$ cat src/rtl/mul_pkg.sv
// Shared constants and state type for the sequential shift-add multiplier.
package mul_pkg;

  localparam int WIDTH = 6;
  localparam int NSTEP = 6;
  localparam int PW    = 2 * WIDTH;

  typedef enum logic [1:0] {
    IDLE = 2'd0,
    RUN  = 2'd1,
    DONE = 2'd2
  } mul_state_e;

endpackage

$ cat src/rtl/cla_6bit.sv
// 6-bit carry-lookahead adder; every carry is a flat sum of generate/propagate products.
module cla_6bit (
  input  logic [5:0] A,
  input  logic [5:0] B,
  input  logic       Cin,
  output logic [5:0] S
);

  logic [5:0] g;
  logic [5:0] p;
  logic [5:0] c;

  assign g    = A & B;
  assign p    = A ^ B;
  assign c[0] = Cin;

  // c[gi] = g[gi-1] | p[gi-1]g[gi-2] | ... | p[gi-1..0]Cin, with no ripple chain
  generate
    for (genvar gi = 1; gi < 6; gi++) begin : g_carry
      logic carry_bit;
      logic prop_run;
      always_comb begin
        carry_bit = g[gi-1];
        prop_run  = p[gi-1];
        for (int j = gi - 2; j >= 0; j--) begin
          carry_bit = carry_bit | (prop_run & g[j]);
          prop_run  = prop_run & p[j];
        end
        carry_bit = carry_bit | (prop_run & Cin);
      end
      assign c[gi] = carry_bit;
    end
  endgenerate

  assign S = p ^ c;

endmodule

$ cat src/rtl/mul_seq_6bit.sv
// Unsigned 6x6 -> 12-bit shift-add multiplier: six steps through cla_6bit, start/busy/done handshake.
module mul_seq_6bit #(
  parameter int WIDTH = 6
) (
  input  logic                 clk,
  input  logic                 rst,
  input  logic                 start,
  input  logic [WIDTH-1:0]     A,
  input  logic [WIDTH-1:0]     B,
  output logic                 busy,
  output logic                 done,
  output logic [2*WIDTH-1:0]   P
);

  import mul_pkg::*;

  mul_state_e         state_reg;
  mul_state_e         state_next;
  logic [WIDTH-1:0]   m_reg;
  logic [WIDTH-1:0]   q_reg;
  logic [WIDTH-1:0]   acc_reg;
  logic [2:0]         cnt_reg;
  logic [2*WIDTH-1:0] p_reg;

  logic [WIDTH-1:0]   mx;
  logic [WIDTH-1:0]   sum;
  logic               co;
  logic [WIDTH-1:0]   acc_next;
  logic [WIDTH-1:0]   q_next;
  logic               last_step;

  cla_6bit u_cla (
    .A   (acc_reg),
    .B   (mx),
    .Cin (1'b0),
    .S   (sum)
  );

  always_comb begin
    mx        = q_reg[0] ? m_reg : '0;
    // The adder has no carry-out, so recover it from the two MSBs and the sum MSB
    co        = (acc_reg[WIDTH-1] & mx[WIDTH-1]) |
                ((acc_reg[WIDTH-1] | mx[WIDTH-1]) & ~sum[WIDTH-1]);
    acc_next  = {co, sum[WIDTH-1:1]};
    q_next    = {sum[0], q_reg[WIDTH-1:1]};
    last_step = (cnt_reg == 3'(NSTEP - 1));

    state_next = state_reg;
    case (state_reg)
      IDLE:    if (start) state_next = RUN;
      RUN:     if (last_step) state_next = DONE;
      DONE:    state_next = IDLE;
      default: state_next = IDLE;
    endcase
  end

  always_ff @(posedge clk) begin
    if (rst) begin
      state_reg <= IDLE;
      m_reg     <= '0;
      q_reg     <= '0;
      acc_reg   <= '0;
      cnt_reg   <= '0;
      p_reg     <= '0;
    end else begin
      state_reg <= state_next;
      case (state_reg)
        IDLE: begin
          if (start) begin
            m_reg   <= A;
            q_reg   <= B;
            acc_reg <= '0;
            cnt_reg <= '0;
          end
        end
        RUN: begin
          acc_reg <= acc_next;
          q_reg   <= q_next;
          cnt_reg <= cnt_reg + 3'd1;
          if (last_step) p_reg <= {acc_next, q_next};
        end
        default: ;
      endcase
    end
  end

  assign busy = (state_reg != IDLE);
  assign done = (state_reg == DONE);
  assign P    = p_reg;

endmodule

$ cat config.mk
export PLATFORM = sky130hd
export DESIGN_NAME = mul_seq_6bit
export DESIGN_NICKNAME = d
export VERILOG_FILES = /design/src/rtl/mul_pkg.sv /design/src/rtl/cla_6bit.sv /design/src/rtl/mul_seq_6bit.sv
export SDC_FILE = /design/constraint.sdc
export NUM_CORES = 1
export LEC_CHECK = 0
export ABC_CLOCK_PERIOD_IN_PS = 2500
export CORE_ASPECT_RATIO = 1.5
export CORE_UTILIZATION = 51
export CTS_BUF_LIST = sky130_fd_sc_hd__clkbuf_8 sky130_fd_sc_hd__clkbuf_16
export CTS_CLUSTER_SIZE = 12
export DETAILED_ROUTE_END_ITERATION = 16
export HOLD_SLACK_MARGIN = 0.12
export PLACE_DENSITY = 0.78
export SETUP_SLACK_MARGIN = 0.2
export SYNTH_ARGS = -nofsm -noshare
export SYNTH_HDL_FRONTEND = slang
export SYNTH_SLANG_ARGS = --single-unit
$ cat constraint.sdc
create_clock -name clk -period 2.5 [get_ports clk]
set_input_delay 0.375 -clock clk [delete_from_list [all_inputs] [get_ports clk]]
set_output_delay 0.375 -clock clk [all_outputs]
set_load 0.01 [all_outputs]
==> results.sh, run 1 <==
export IMPL_die_w_um=47.4
export IMPL_arrival_ns=2.37
export IMPL_startpoint_to_endpoint_class_of_the_critical_path="register to register"
export IMPL_fmax_mhz=464
export IMPL_p_leak_uw=0.000762
export IMPL_gp_routability_congestion=0.850
export IMPL_final_max_slew_viols=0
export IMPL_power_share_combinational_pct=10.2
export IMPL_postSynthRegisterBits=35
export IMPL_period_minus_slack_ns=2.16
export IMPL_p_sw_uw=263
export IMPL_crit_path_end_kind="register"
export IMPL_cpMaxStageDelayCell="fa_1"
export IMPL_timing_hold_violations_final=0
export IMPL_power_report_internal_total_uw=813
export IMPL_path_delay_family="adder cells"
export IMPL_fp_dieH_um=70.2
export IMPL_largest_reg_flops=12
export IMPL_grt_pass1_vias=1364
export IMPL_cts_root_buffer="clkbuf_8"
export IMPL_min_delay_path_class="register to register"
export IMPL_worst_path_most_repeated_cell="nand2_1"
export IMPL_clk_transition_reported_paths_ns=0.06
export IMPL_final_antenna_net_count=0
export IMPL_clock_latency_ns=0.29
export IMPL_timing_clock_skew_ns=0.00436
export IMPL_final_wl_um=3340
export IMPL_htree_levels=2
export IMPL_power_density_mw_per_mm2=545
export IMPL_gr_usage_all_layers_pct=23.7
export IMPL_cts_hold_buffers_added=0
export IMPL_p_sw_share_pct=24.5
export IMPL_area_after_dpl_sq_mm=0.00189
export IMPL_rsz_0062_raised_after_global_routing="no"
export IMPL_rows=24
export IMPL_wl_per_cell_um=12.7
export IMPL_reg2reg_setup_slack_ns=0.34
export IMPL_worst_ep_required_time_ns=2.72
export IMPL_synth_warning_count=0
export IMPL_post_dp_hpwl_um=2470
export IMPL_overflow=0
export IMPL_drive_gt1_share_pct=6.70
export IMPL_timing_worst_slew_pin_value_ns=0.592
export IMPL_portBuffers=28
export IMPL_cp_cell_sequence="nand2_1 -> inv_1 -> ha_1 -> a211oi_2 -> o21bai_1 -> a21o_1 -> fa_1 -> nand2_1 -> a21oi_1"
export IMPL_post_synth_instance_area_sq_mm=0.00158
export IMPL_ir_worst_vdd_mv=0.419
export IMPL_cts_tree="built"
export IMPL_final_min_period_over_clock_period_pct=86.3
export IMPL_critical_path_peak_fanout=7
export IMPL_starting_utilization_of_the_core_area_pct=54.2
export IMPL_num_nets_final=247
export IMPL_drc_errors_left=0
export IMPL_die_area_sq_mm=0.00333
export IMPL_critical_path_startpoint_type="register"
export IMPL_grt_first_pass_wirelength_um=5630
export IMPL_ys_seq_area_share_pct=44.4
export IMPL_synth_nets=219
export IMPL_io_pins=29
export IMPL_setup_tns_final_ns=0
export IMPL_slowest_delay_ns=0.50
export IMPL_design_core_area_sq_mm=0.00291
export IMPL_share_clk_of_total_power_pct=34.7
export IMPL_grt_antenna_before_repair=0
export IMPL_post_drt_via_cell_ratio=5.42
export IMPL_pin_count_of_the_biggest_net_entering_global_routing=21
export IMPL_insertedDiodeCount=0
export IMPL_slew_headroom_pct=60.5
export IMPL_tritoncts_num_buffers=5
export IMPL_layout_cell_area_non_filler_sq_mm=0.00197
export IMPL_fill_cells=263
export IMPL_critPathBufInv=1
export IMPL_detail_route_first_pass_iterations=4
export IMPL_post_synth_inst_count=195
export IMPL_route_vias_total=1426
export IMPL_clk_path_buf_depth=2
export IMPL_report_final_setup_viol=0
export IMPL_area_growth_syn_to_layout_pct=25.0
export IMPL_detailedRoute_firstIterationViolations=49
export IMPL_cts_sink_count=35
export IMPL_max_cap_violations=0
export IMPL_seq_power_share_pct=55.1
export IMPL_synth_area_per_cell_sq_um=8.10
export IMPL_netlist_cell_type_count=33
export IMPL_outcome="finished clean"
## repair_timing
action	CTS	global route
gates resized for setup	0	1
setup buffers	0	0
endpoints found under the setup margin	0	2
## worst register-to-register path, stage by stage, from the launching register on
cell and delay [ns]:
dfxtp_2 0.34, nand2_1 0.12, inv_1 0.06, ha_1 0.28
a211oi_2 0.25, o21bai_1 0.15, a21o_1 0.20, fa_1 0.50
nand2_1 0.06, a21oi_1 0.14
## cell usage in the layout, fill, tap and decap left out, types with 5 or more instances in the layout
cell type	n
and2_1	6
ha_1	7
a21oi_1	20
clkbuf_8	5
nand2_1	51
dfxtp_1	34
a311oi_1	6
inv_1	8
clkdlybuf4s50_1	28
nor2_1	20
## power groups by stage
stage | clock network [uW] | logic (uW) | registers (uW)
2_1_floorplan | 0 | 69.1 | 600
3_3_place_gp | 0 | 106 | 603
3_5_place_dp | 0 | 109 | 604
4_1_cts | 384 | 110 | 592
5_1_grt | 416 | 121 | 595
6_report | 374 | 110 | 593
## cells in the mapped netlist
cell type  count  area (sq um)
o32ai_1        1          8.76
or2_2          1          6.26
a32oi_1        1          8.76
nand2_1       51           191
dfxtp_1       35           701
o21ai_1        1          5.00
a31oi_1        3          18.8
a211oi_2       1          12.5
and2b_1        1          7.51
a22oi_1        1          7.51
or4_1          1          7.51
nor2_1        20          75.1
a311oi_1       6          52.6
nor4b_1        2          17.5
a21o_1         1          7.51
nor2_2         1          6.26
o21bai_1       2          15.0
fa_1           2          40.0
nand4b_1       1          8.76
xnor2_1        2          17.5
nand2b_1       1          6.26
o21ai_0        1          5.00
and2_1         6          37.5
or2_4          1          8.76
clkbuf_1       6          22.5
a211oi_1       2          15.0
buf_2          5          25.0
ha_1           7          87.6
a21oi_1       20           100
nand3_1        4          20.0
nor2b_1        1          6.26
inv_1          6          22.5
nand3b_1       1          7.51
## cells by family (layout without fill, tap and decap cells)
kind of cell    count (synthesis)  after routing  synth area share, %
fa+ha+maj                       9              9                 8.08
flops                          35             35                 44.4
compound gates                 40             40                 16.2
simple gates                   92             92                 25.8
xor+xnor                        2              2                 1.11
buf+inv                        17             46                 4.44
## worst paths after layout
kind,start,end,cells past startpoint
hold / removal,m_reg[3],m_reg[3],2
hold reg to reg,m_reg[3],m_reg[3],2
setup / recovery,q_reg[0],acc_reg[4],9
setup reg to reg,q_reg[0],acc_reg[4],9
## final cells by class
class / count / area (sq um) / share of cell area, %
clock inverters: 3 / 12.5 / 0.634
well taps: 39 / 48.8 / 2.47
inverters: 6 / 22.5 / 1.14
flip-flops and latches: 35 / 702 / 35.6
multi-input cells: 143 / 808 / 41.0
clock buffers: 5 / 68.8 / 3.49
repair buffers: 32 / 310 / 15.7
## metrics by stage
stage | power, uW | hold WS, ns | setup WS, ns | cells | utilization [%]
2_1_floorplan | 669 | 0.432 | 0.515 | 195 | -
6_report | 1080 | 0.453 | 0.343 | 263 | 67.7
4_1_cts | 1090 | 0.455 | 0.303 | 263 | 67.7
3_3_place_gp | 709 | 0.442 | 0.423 | 255 | 64.9
3_5_place_dp | 713 | 0.447 | 0.316 | 255 | 64.9
5_1_grt | 1130 | 0.472 | 0.206 | 263 | 67.7
## routing by layer
layer  GRT usage [%]  up-vias  routed length, um
met5               0        -                  0
met4            13.7        0                102
met3            7.75        9                194
met2            38.2       52               1740
met1            25.5      656               1300
li1                -      709                  -
Note: power is estimated with default switching activity, not from simulation.
==> inputs of run 2 (changes only) <==
--- a/config.mk
+++ b/config.mk
@@ -7,12 +7,12 @@
 export LEC_CHECK = 0
 export ABC_CLOCK_PERIOD_IN_PS = 2500
 export CORE_ASPECT_RATIO = 1.5
-export CORE_UTILIZATION = 51
+export CORE_UTILIZATION = 29
 export CTS_BUF_LIST = sky130_fd_sc_hd__clkbuf_8 sky130_fd_sc_hd__clkbuf_16
+export CTS_CLUSTER_DIAMETER = 40
 export CTS_CLUSTER_SIZE = 12
 export DETAILED_ROUTE_END_ITERATION = 16
 export HOLD_SLACK_MARGIN = 0.12
-export PLACE_DENSITY = 0.78
 export SETUP_SLACK_MARGIN = 0.2
 export SYNTH_ARGS = -nofsm -noshare
 export SYNTH_HDL_FRONTEND = slang
==> run 2 against run 1 <==
Compared with the run above:
- largest cell class unchanged
- routed wire length is 11% higher
- clock skew increased by 0.0010 ns
- core utilization decreased by 29 points
- flip-flop and latch count stayed put
- combinational power about the same
- non-clock buffer count is 2 higher
- register-to-register slack is essentially flat
- power rose by 4.5%
- worst setup slack gained 0.011 ns
==> results.sh, run 2 (synthesis results as in run 1) <==
export IMPL_ir_worst_vdd_mv=0.228
export IMPL_timing_clock_skew_ns=0.00538
export IMPL_fmax_mhz=466
export IMPL_final_wl_um=3700
export IMPL_cp_cell_sequence="nand2_1 -> inv_1 -> ha_1 -> a211oi_2 -> o21bai_1 -> a21o_1 -> fa_1 -> nand2_1 -> a21oi_1"
export IMPL_clock_latency_ns=0.29
export IMPL_max_cap_violations=0
export IMPL_worst_path_most_repeated_cell="nand2_1"
export IMPL_portBuffers=28
export IMPL_final_antenna_net_count=0
export IMPL_post_dp_hpwl_um=2640
export IMPL_most_common_layout_cells="nand2_1 (51), dfxtp_1 (34), clkdlybuf4s50_1 (28)"
export IMPL_share_clk_of_total_power_pct=37.4
export IMPL_starting_utilization_of_the_core_area_pct=30.3
export IMPL_setup_tns_final_ns=0
export IMPL_route_vias_total=1385
export IMPL_fill_cells=558
export IMPL_seq_power_share_pct=52.7
export IMPL_clk_transition_reported_paths_ns=0.07
export IMPL_placement_setup_worst_slack_ns=0.320
export IMPL_reg2reg_setup_slack_ns=0.35
export IMPL_worst_r2r_path_depth=9
export IMPL_grt_first_pass_wirelength_um=6150
export IMPL_grt_antenna_before_repair=0
export IMPL_critical_path_peak_fanout=7
export IMPL_top_usage_layer="met2"
export IMPL_met3_usage_grt_pct=4.31
export IMPL_post_drt_via_cell_ratio=4.73
export IMPL_critical_path_startpoint_type="register"
export IMPL_critPathBufInv=1
export IMPL_power_share_combinational_pct=10.0
export IMPL_path_depth=9
export IMPL_die_w_um=62.3
export IMPL_final_min_period_over_clock_period_pct=85.8
export IMPL_whs_ns=0.452
export IMPL_register_area_sq_um=702
export IMPL_timing_critical_path_from="q_reg[0]"
export IMPL_io_pins=29
export IMPL_cts_tree="built"
export IMPL_design_core_area_sq_mm=0.00520
export IMPL_totalPowerFinal_uw=1120
export IMPL_drive_gt1_share_pct=8.00
export IMPL_clk_path_buf_depth=2
export IMPL_wl_per_cell_um=12.6
export IMPL_pin_count_of_the_biggest_net_entering_global_routing=35
export IMPL_path_delay_family="adder cells"
export IMPL_outcome="finished clean"
export IMPL_worst_ep_required_time_ns=2.73
export IMPL_mostFrequentLayoutCell="nand2_1"
export IMPL_num_nets_final=249
export IMPL_grtUsageMet2_pct=24.0
export IMPL_rsz_0062_raised_after_global_routing="no"
export IMPL_worstReg2RegStart="q_reg[0]"
export IMPL_cpMaxStageDelayCell="fa_1"
export IMPL_final_setup_worst_slack_ns=0.354
export IMPL_fp_dieH_um=92.4
export IMPL_startpoint_to_endpoint_class_of_the_critical_path="register to register"
export IMPL_area_growth_syn_to_layout_pct=28.6
export IMPL_slowest_delay_ns=0.50
export IMPL_cts_hold_buffers_added=0
export IMPL_rows=32
export IMPL_largest_reg_flops=12
export IMPL_p_sw_share_pct=25.0
export IMPL_power_density_mw_per_mm2=554
export IMPL_detail_route_first_pass_iterations=4
export IMPL_htree_levels=2
export IMPL_gp_routability_congestion=0.791
export IMPL_tritoncts_num_buffers=5
export IMPL_overflow=0
export IMPL_grt_pass1_vias=1316
export IMPL_drc_errors_left=0
export IMPL_gr_usage_all_layers_pct=14.2
export IMPL_cts_root_buffer="clkbuf_8"
export IMPL_detailedRoute_firstIterationViolations=51
export IMPL_p_sw_uw=281
export IMPL_regToRegEndpoint="acc_reg[4]"
export IMPL_period_minus_slack_ns=2.15
export IMPL_report_final_setup_viol=0
export IMPL_slew_headroom_pct=69.3
export IMPL_arrival_ns=2.37
export IMPL_insertedDiodeCount=0
export IMPL_final_max_slew_viols=0
export IMPL_multiInputGateArea_sq_um=808
export IMPL_cts_sink_count=35
export IMPL_p_leak_uw=0.000767
export IMPL_timing_worst_slew_pin_value_ns=0.460
export IMPL_use_met1_pct=15.0
export IMPL_worstSetupEndpoint="acc_reg[4]"
export IMPL_crit_path_end_kind="register"
export IMPL_min_path_cells=2
export IMPL_power_report_internal_total_uw=844
export IMPL_min_delay_path_class="register to register"
export IMPL_timing_hold_violations_final=0
export IMPL_die_area_sq_mm=0.00575
run 2: changes by cell type in the layout (fill, tap and decap cells not counted):
cell / previous run / this run
buf_4: 4 / 6
clkbuf_8: 5 / 6
inv_1: 8 / 6
run 2: per-layer routing:
layer,vias up,share of wire [%]
met5,-,0
li1,717,-
met4,0,3.8
met3,10,4.4
met1,620,42
met2,38,49
run 2: through the flow:
stage,util (%),cell area (sq um),instances
after floorplan,-,1580,195
after global placement,37.2,1930,285
after detailed placement,37.2,1930,285
after CTS,38.8,2020,292
after global routing,39.0,2030,293
final,39.0,2030,293
run 2: tightest hold or removal path, delay by kind of cell (launching register included):
kind / cells / cell delay [ns]
AO/OA/AOI/OAI: 1 / 0.05
flip-flops: 1 / 0.31
AND/OR/NAND/NOR: 1 / 0.05
run 2: final cells by class:
cell class / instances / share of cell area (%)
multi-input combinational: 143 / 39.8
tap: 68 / 4.19
sequential: 35 / 34.6
clock inverter: 1 / 0.246
timing repair buffer: 34 / 16.0
inverter: 6 / 1.11
clock buffer: 6 / 4.07
run 2: power groups by stage:
stage	sequential, uW	clock (uW)	combinational (uW)
5_1_grt	596	464	126
2_1_floorplan	600	0	69.1
6_report	592	420	112
3_5_place_dp	605	0	113
4_1_cts	592	434	114
3_3_place_gp	604	0	113
run 2: timing repair:
action	4_1_cts	5_1_grt
setup endpoints to repair	0	2
gates resized for setup	0	1
buffers inserted	0	1
run 2: worst min path at each step:
stage	from	end
4_1_cts	P[4]	P[4]
3_3_place_gp	P[4]	P[4]
6_report	m_reg[2]	m_reg[2]
5_1_grt	P[3]	P[3]
2_1_floorplan	m_reg[0]	m_reg[0]
3_5_place_dp	P[4]	P[4]
==> inputs of run 3 (changes only) <==
--- a/config.mk
+++ b/config.mk
@@ -7,12 +7,14 @@
 export LEC_CHECK = 0
 export ABC_CLOCK_PERIOD_IN_PS = 2500
 export CORE_ASPECT_RATIO = 1.5
+export CORE_MARGIN = 2
 export CORE_UTILIZATION = 29
 export CTS_BUF_LIST = sky130_fd_sc_hd__clkbuf_8 sky130_fd_sc_hd__clkbuf_16
 export CTS_CLUSTER_DIAMETER = 40
-export CTS_CLUSTER_SIZE = 12
+export CTS_CLUSTER_SIZE = 14
 export DETAILED_ROUTE_END_ITERATION = 16
 export HOLD_SLACK_MARGIN = 0.12
+export MAX_ROUTING_LAYER = met4
 export SETUP_SLACK_MARGIN = 0.2
 export SYNTH_ARGS = -nofsm -noshare
 export SYNTH_HDL_FRONTEND = slang
==> run 3 against run 2 <==
Compared with the run above:
- design area hardly changed
- sequential share of layout area about the same
- combinational power about the same
- largest cell class unchanged
- non-clock buffer count increased by 1
- sequential power barely moved
- critical path depth unchanged
- maximum frequency decreased by 2.1%
- routed wire length decreased by 0.27%
- largest power group unchanged
- core utilization about the same
- global-route usage is 0.57 points lower
- via count is 0.43% lower
- clock skew rose by 0.0017 ns
==> results.sh, run 3 (synthesis results as in run 1) <==
export IMPL_final_wl_um=3690
export IMPL_grt_antenna_before_repair=0
export IMPL_post_dp_hpwl_um=2700
export IMPL_detailedRoute_firstIterationViolations=53
export IMPL_power_density_mw_per_mm2=542
export IMPL_die_area_sq_mm=0.00606
export IMPL_io_pins=29
export IMPL_drc_errors_left=0
export IMPL_design_core_area_sq_mm=0.00520
export IMPL_worstSetupEndpoint="acc_reg[4]"
export IMPL_period_minus_slack_ns=2.19
export IMPL_critical_path_peak_fanout=7
export IMPL_reg2reg_setup_slack_ns=0.31
export IMPL_pin_count_of_the_biggest_net_entering_global_routing=35
export IMPL_clk_path_buf_depth=2
export IMPL_clk_transition_reported_paths_ns=0.07
export IMPL_rsz_0062_raised_after_global_routing="no"
export IMPL_outcome="finished clean"
export IMPL_area_growth_syn_to_layout_pct=28.7
export IMPL_p_leak_uw=0.000777
export IMPL_max_cap_violations=0
export IMPL_drive_gt1_share_pct=7.93
export IMPL_cts_tree="built"
export IMPL_worst_r2r_path_depth=9
export IMPL_timing_hold_violations_final=0
export IMPL_critical_path_startpoint_type="register"
export IMPL_crit_path_end_kind="register"
export IMPL_fp_dieH_um=94.4
export IMPL_num_nets_final=250
export IMPL_fmax_mhz=456
export IMPL_ir_worst_vdd_mv=0.205
export IMPL_cts_root_buffer="clkbuf_8"
export IMPL_final_antenna_net_count=0
export IMPL_grt_first_pass_wirelength_um=6090
export IMPL_worst_path_most_repeated_cell="nand2_1"
export IMPL_startpoint_to_endpoint_class_of_the_critical_path="register to register"
export IMPL_whs_ns=0.452
export IMPL_largest_reg_flops=12
export IMPL_setup_tns_final_ns=0
export IMPL_route_vias_total=1379
export IMPL_slew_headroom_pct=68.2
export IMPL_die_w_um=64.3
export IMPL_gp_routability_congestion=0.872
export IMPL_post_drt_via_cell_ratio=4.67
export IMPL_timing_worst_slew_pin_value_ns=0.478
export IMPL_slowest_delay_ns=0.51
export IMPL_cts_sink_count=35
export IMPL_cp_cell_sequence="nand2_1 -> inv_1 -> ha_1 -> a211oi_2 -> o21bai_1 -> a21o_1 -> fa_1 -> nand2_1 -> a21oi_1"
export IMPL_rows=32
export IMPL_grt_pass1_vias=1307
export IMPL_cpMaxStageDelayCell="fa_1"
export IMPL_mostFrequentLayoutCell="nand2_1"
export IMPL_worstReg2RegStart="q_reg[0]"
export IMPL_starting_utilization_of_the_core_area_pct=30.3
export IMPL_gr_usage_all_layers_pct=13.6
export IMPL_min_delay_path_class="register to register"
export IMPL_timing_critical_path_from="q_reg[0]"
export IMPL_arrival_ns=2.42
export IMPL_detail_route_first_pass_iterations=4
export IMPL_insertedDiodeCount=0
export IMPL_final_min_period_over_clock_period_pct=87.7
export IMPL_report_final_setup_viol=0
export IMPL_overflow=0
export IMPL_wl_per_cell_um=12.5
export IMPL_timing_clock_skew_ns=0.00711
export IMPL_tritoncts_num_buffers=5
export IMPL_fin_util_pct=39.0
export IMPL_most_common_layout_cells="nand2_1 (51), dfxtp_1 (34), clkdlybuf4s50_1 (28)"
export IMPL_clock_latency_ns=0.29
export IMPL_worst_ep_required_time_ns=2.72
export IMPL_regToRegEndpoint="acc_reg[4]"
export IMPL_final_max_slew_viols=0
export IMPL_htree_levels=2
export IMPL_portBuffers=28
-- run 3: metal layers --
metal  global-route usage (%)  vias up  part of all wire [%]
met2                     23.4       28                    51
met5                        -        -                     0
met1                     14.7      624                    43
met4                     6.74        0                   2.7
met3                     3.22       10                   3.3
li1                         -      717                     -
-- run 3: area by class of cell --
class / count / area (sq um)
multi-input combinational: 143 / 808
tap: 68 / 85.1
sequential: 35 / 702
inverter: 6 / 22.5
fill: 565 / 3170
clock inverter: 3 / 12.5
clock buffer: 5 / 68.8
timing repair buffer: 35 / 333
-- run 3: worst min path at each step --
stage	start	endpoint	slack [ns]	cells past startpoint
floorplan	m_reg[0]	m_reg[0]	0.43	2
global placement	m_reg[4]	m_reg[4]	0.44	2
detailed placement	P[1]	P[1]	0.45	2
CTS	P[1]	P[1]	0.46	2
global route	P[0]	P[0]	0.47	2
finish	m_reg[4]	m_reg[4]	0.45	2
-- run 3: stage by stage --
step	instance area, sq um	std cells	power [uW]	setup WS [ns]
floorplan	1580	195	669	0.515
global placement	1950	287	719	0.395
detailed placement	1950	287	720	0.294
CTS	2030	295	1120	0.283
global route	2030	295	1150	0.218
finish	2030	295	1100	0.308
-- run 3: where the power goes --
part           total [uW]  internal (uW)  switching, uW  leakage, uW
Combinational         114           52.0           62.2     0.000441
Clock                 396            187            209    0.0000505
Sequential            592            577           15.0     0.000285
-- run 3: critical path: cells and delay by family, from the launching register on --
kind | cells | cell delay [ns]
AO/OA/AOI/OAI | 4 | 0.76
adder cells (fa/ha/maj) | 2 | 0.80
buffers and inverters | 1 | 0.05
flip-flops | 1 | 0.35
AND/OR/NAND/NOR | 2 | 0.16
-- run 3: what timing repair did --
item,4_1_cts,5_1_grt
endpoints found under the setup margin,0,2
hold buffers,0,0
setup buffers,0,0
gates resized for setup,0,1
==> RTL change 1: new RTL, flow settings as in run 1 <==
Re-encode `mul_state_e` (3 states) as one-hot, 3 bits wide.
--- a/src/rtl/mul_pkg.sv
+++ b/src/rtl/mul_pkg.sv
@@ -7,6 +7,6 @@
 
-  typedef enum logic [1:0] {
-    IDLE = 2'd0,
-    RUN  = 2'd1,
-    DONE = 2'd2
+  typedef enum logic [2:0] {
+    IDLE = 3'b001,
+    RUN  = 3'b010,
+    DONE = 3'b100
   } mul_state_e;
Function: no difference found for any inputs over 4 cycles, from zero or initial values and one cycle with rst high; so few cycles prove little.
==> RTL change 1 against run 1 <==
- design area increased by 6.0%
- synthesized cell count shrank 6.7%
- wire length is 8.2% higher
- fmax shrank 5.6%
- cell count fell by 3.8%
- clock power increased by 14%
- critical path depth fell by 1
- via count is 2.2% lower
- setup slack worse by 0.13 ns
- synthesized area grew 2.1%
- power rose by 7.2%
- core utilization is 3.3 points higher
- sequential cell count is 1 higher
- count of clock-buffer cells in the layout is 1 higher
- largest cell class unchanged
- largest power group unchanged
==> RTL change 1: results (changes against run 1) <==
stage,metric,value,unit,change
final_layout,count of filler cells inserted in the layout,242,,was 263
global_routing,M2 GR Usage,43.2,%,was 38.2%
detailed_routing,drt initial violations,57,,was 49
worst_setup_path,highest-delay cell along the critical path,fa_2,,was fa_1
worst_setup_path,CP arrival,2.51,ns,was 2.37 ns
placement,Placed Area,1930,um2,was 1890 um2
detailed_routing,total number of vias,1394,,"was 1,426"
placement,post-place setup slack,0.0890,ns,was 0.316 ns
logic_synthesis,Synth Area in Adders,7.92,%,was 8.08%
logic_synthesis,synthesized netlist net count,206,,was 219
status,result of the run,finished clean,,unchanged
pwr,total power consumption of the routed design,1.15,mW,was 1.08 mW
detailed_routing,Met3 Routed Length,226,um,was 194 um
pwr,share of total power in the clock network,37.1,%,was 34.7%
global_routing,global-route met1 utilization,27.3,%,was 25.5%
detailed_routing,routed wirelength normalized by instance count,14.3,um,was 12.7 um
placement,post-detailed-placement half-perimeter wirelength,2530,um,was 2470 um
global_routing,pin count of the biggest net entering global routing,17,,was 21
clocking,setup repair bufs after CTS,1,,was 0
detailed_routing,Via-to-Cell Ratio,5.51,,was 5.42
timing,Max Freq,0.438,GHz,was 0.464 GHz
detailed_routing,Met2 Wirelength,1950,um,was 1740 um
clocking,cts repair resizes,11,,was 0
pwr,sequential share of power,53.0,%,was 55.1%
worst_setup_path,Reg2Reg Depth,8,,was 9
pwr,peak ir drop on the vdd network,511,uV,was 419 uV
logic_synthesis,XOR/XNOR Fraction of Synth Area,1.09,%,was 1.11%
placement,placed cell count,244,,was 255
detailed_routing,routed length on met1,1370,um,was 1300 um
global_routing,global-route wire length before repair,6110,um,was 5630 um
final_layout,share of final-layout standard cells stronger than drive strength 1,14.0,%,was 6.70%
worst_setup_path,critical register-to-register path endpoint,P[10],,was acc_reg[4]
worst_setup_path,delay contributed by the slowest stage of the critical path,0.53,ns,was 0.50 ns
logic_synthesis,multiplexer fraction of the synthesized cell area,3.73,%,was 0%
global_routing,met3 usage,7.40,%,was 7.75%
logic_synthesis,cells taking the most area after synthesis,"dfxtp_1 45%, nand2_1 7.9%, nor2_1 5.8%, ha_1 5.4%, a21oi_1 4.0%",,"was dfxtp_1 44%, nand2_1 12%, a21oi_1 6.3%, ha_1 5.5%, nor2_1 4.8%"
pwr,static power due to leakage,0.787,nW,was 0.762 nW
logic_synthesis,part of the Yosys area used for sequential elements,44.7,%,was 44.4%
logic_synthesis,Post-Syn Instances,182,,was 195
## RTL change 1: cell count changes after synthesis, sizes merged, moves of 3 or more
cell / before / now
a21oi: 20 / 14
a31oi: 3 / 0
mux2i: 0 / 6
nand2: 51 / 34
nor2: 21 / 27
## RTL change 1: worst min path at each step
stage               slack (ns)     start    to  cells after the start
global route              0.48      P[0]  P[0]                      2
global placement          0.44      P[4]  P[4]                      2
detailed placement        0.45      P[7]  P[7]                      2
floorplan                 0.45  q_reg[1]  P[0]                      2
finish                    0.45      P[7]  P[7]                      2
CTS                       0.46      P[7]  P[7]                      2
## RTL change 1: final cells by class
type	count	area, um2	share of cell area [%]
well taps	39	48.8	2.33
multi-input cells	133	892	42.7
flip-flops and latches	36	724	34.6
clock inverters	2	10.0	0.479
inverters	4	15.0	0.718
repair buffers	33	318	15.2
clock buffers	6	82.6	3.95
==> RTL change 2: new RTL, config.mk and constraints of run 1 <==
Made on the original files. Register the inputs `start`, `A` and `B` before use. The logic sees them one clock later.
--- a/src/rtl/mul_seq_6bit.sv
+++ b/src/rtl/mul_seq_6bit.sv
@@ -15,2 +15,12 @@
   import mul_pkg::*;
+
+  logic start_q;
+  logic [WIDTH-1:0] A_q;
+  logic [WIDTH-1:0] B_q;
+
+  always_ff @(posedge clk) begin
+    start_q <= start;
+    A_q     <= A;
+    B_q     <= B;
+  end
 
@@ -49,3 +59,3 @@
     case (state_reg)
-      IDLE:    if (start) state_next = RUN;
+      IDLE:    if (start_q) state_next = RUN;
       RUN:     if (last_step) state_next = DONE;
@@ -68,5 +78,5 @@
         IDLE: begin
-          if (start) begin
-            m_reg   <= A;
-            q_reg   <= B;
+          if (start_q) begin
+            m_reg   <= A_q;
+            q_reg   <= B_q;
             acc_reg <= '0;
Function: changed (Yosys sat finds a counterexample within 4 cycles, from zero or initial values and one cycle with rst high).
==> RTL change 2 against run 1 <==
- design area is 15% higher
- synthesized area is 17% higher
- sequential cell count is 13 higher
- power is 29% higher
- wire length is 10% higher
- critical path depth stayed put
- setup slack worse by 0.0011 ns
==> RTL change 2: results (changes against run 1) <==
stage,metric,value,unit,change
status,result of the run,finished clean,,unchanged
logic_synthesis,total of warnings raised by yosys,0,,unchanged
final_layout,count of filler cells inserted in the layout,296,,was 263
pwr,peak ir drop on the vdd network,537,uV,was 419 uV
global_routing,pin count of the biggest net entering global routing,23,,was 21
worst_setup_path,CP arrival,2.35,ns,was 2.37 ns
clocking,"Clk pin slew, worst setup/hold paths",0.08,ns,was 0.06 ns
placement,placed cell count,271,,was 255
final_layout,ANT cells,0,,unchanged
final_layout,number of standard cells in the final layout excluding fillers,280,,was 263
detailed_routing,routed wirelength normalized by instance count,13.1,um,was 12.7 um
final_layout,count of nets after finishing,261,,was 247
global_routing,global-route wire length before repair,5870,um,was 5630 um
worst_setup_path,reg-to-reg critical path startpoint,q_reg[0],,unchanged
global_routing,via count of the first global-routing pass,1331,,"was 1,364"
worst_setup_path,delay contributed by the slowest stage of the critical path,0.50,ns,about the same
clocking,CTS buffer count,5,,unchanged
placement,post-detailed-placement half-perimeter wirelength,2650,um,was 2470 um
logic_synthesis,part of the Yosys area used for sequential elements,51.8,%,was 44.4%
hold_path,"Endpoint, Worst Hold",m_reg[4],,was m_reg[3]
hold_path,hold wc startpoint,A_q[4],,was m_reg[3]
final_layout,share of final-layout standard cells stronger than drive strength 1,8.82,%,was 6.70%
logic_synthesis,area share of the largest cell type after synthesis,51.8,%,was 44.4%
logic_synthesis,synthesized netlist net count,232,,was 219
logic_synthesis,cells taking the most area after synthesis,"dfxtp_1 52%, nand2_1 9.3%, nor2_1 5.1%, ha_1 4.7%, a21oi_1 4.6%",,"was dfxtp_1 44%, nand2_1 12%, a21oi_1 6.3%, ha_1 5.5%, nor2_1 4.8%"
final_layout,number of flip-flops under the largest register name,12,,unchanged
placement,post-place setup slack,0.301,ns,was 0.316 ns
worst_setup_path,worst setup slack for register-to-register paths,0.34,ns,about the same
logic_synthesis,synth unique cells,34,,was 33
global_routing,global-route usage over all layers,20.7,%,was 23.7%
pwr,static power due to leakage,0.859,nW,was 0.762 nW
clocking,maximum number of buffers from clock root to sink,2,,unchanged
logic_synthesis,most used standard cells in the synthesized netlist,"48 x dfxtp_1, 46 x nand2_1, 25 x nor2_1",,"was 51 x nand2_1, 35 x dfxtp_1, 20 x a21oi_1, 20 x nor2_1, 7 x ha_1"
detailed_routing,drt initial violations,32,,was 49
placement,port bufs,28,,unchanged
placement,global placement routability congestion,0.853,,was 0.850
timing,Post-Route Skew,0.00483,ns,was 0.00436 ns
worst_setup_path,critical register-to-register path endpoint,acc_reg[4],,unchanged
timing,relative slew slack,59.8,%,was 60.5%
logic_synthesis,Yosys top cell by area,dfxtp_1,,unchanged
logic_synthesis,synthesized area divided by synthesized cell count,8.91,um2,was 8.10 um2
hold_path,path class of the lowest-slack min-delay path,flip-flop to flip-flop,,unchanged
detailed_routing,total number of vias,1497,,"was 1,426"
RTL change 2: cell count changes in the layout (fill, tap and decap cells not counted), sizes merged, moves of 2 or more:
cell / change
a31oi: +2
dfxtp: +13
a211oi: +2
buf: +2
nand2: -5
nor2: +6
nand3: -2
a21oi: -3
RTL change 2: tightest hold or removal path: stages, from the launching register on:
cell and delay [ns]:
dfxtp_1 0.30, nand2_1 0.05, a21oi_1 0.05
RTL change 2: layer usage:
layer	routed length, um	up-vias	GRT usage (%)
met5	0	-	0
met4	77	0	8.11
met3	112	6	5.59
met2	1940	24	38.0
met1	1550	716	22.3
li1	-	751	-
RTL change 2: power by group:
group	switching [mW]	internal, mW	leakage (nW)
sequential	0.0185	0.795	0.395
clock	0.245	0.221	0.0510
combinational	0.0620	0.0513	0.413
RTL change 2: how the worst max path moves through the flow:
stage	startpoint	to	slack, ns	depth (start not counted)
2_1_floorplan	q_reg[0]	acc_reg[4]	0.50	10
3_3_place_gp	q_reg[0]	acc_reg[4]	0.39	10
3_5_place_dp	q_reg[0]	acc_reg[4]	0.30	10
4_1_cts	q_reg[0]	acc_reg[4]	0.25	10
5_1_grt	q_reg[0]	acc_reg[4]	0.22	10
6_report	q_reg[0]	acc_reg[4]	0.34	9
RTL change 2: area by class of cell:
class	instances	area, um2	area share [%]
Clock buffer	6	82.6	3.64
Tap cell	42	52.6	2.32
Multi-Input combinational cell	141	811	35.7
Timing Repair Buffer	34	325	14.3
Sequential cell	48	962	42.4
Inverter	7	26.3	1.16
Clock inverter	2	10.0	0.441
RTL change 2: cells by family after synthesis:
logic type | after synthesis | share of synthesized area, %
simple gates | 90 | 21.6
compound gates | 40 | 14.1
fa+ha+maj | 9 | 6.88
xor+xnor | 2 | 0.945
flops | 48 | 51.8
buf+inv | 19 | 4.66
RTL change 2: stage by stage:
step | hold WS (ns) | instance area, um2
after floorplan | 0.403 | 1850
after global placement | 0.427 | 2160
after detailed placement | 0.425 | 2160
after CTS | 0.437 | 2260
after global routing | 0.462 | 2270
final | 0.438 | 2270
RTL change 2: repair_timing:
item,CTS,global route
endpoints found under the setup margin,0,2
resized for setup,0,2
setup buffers,0,1
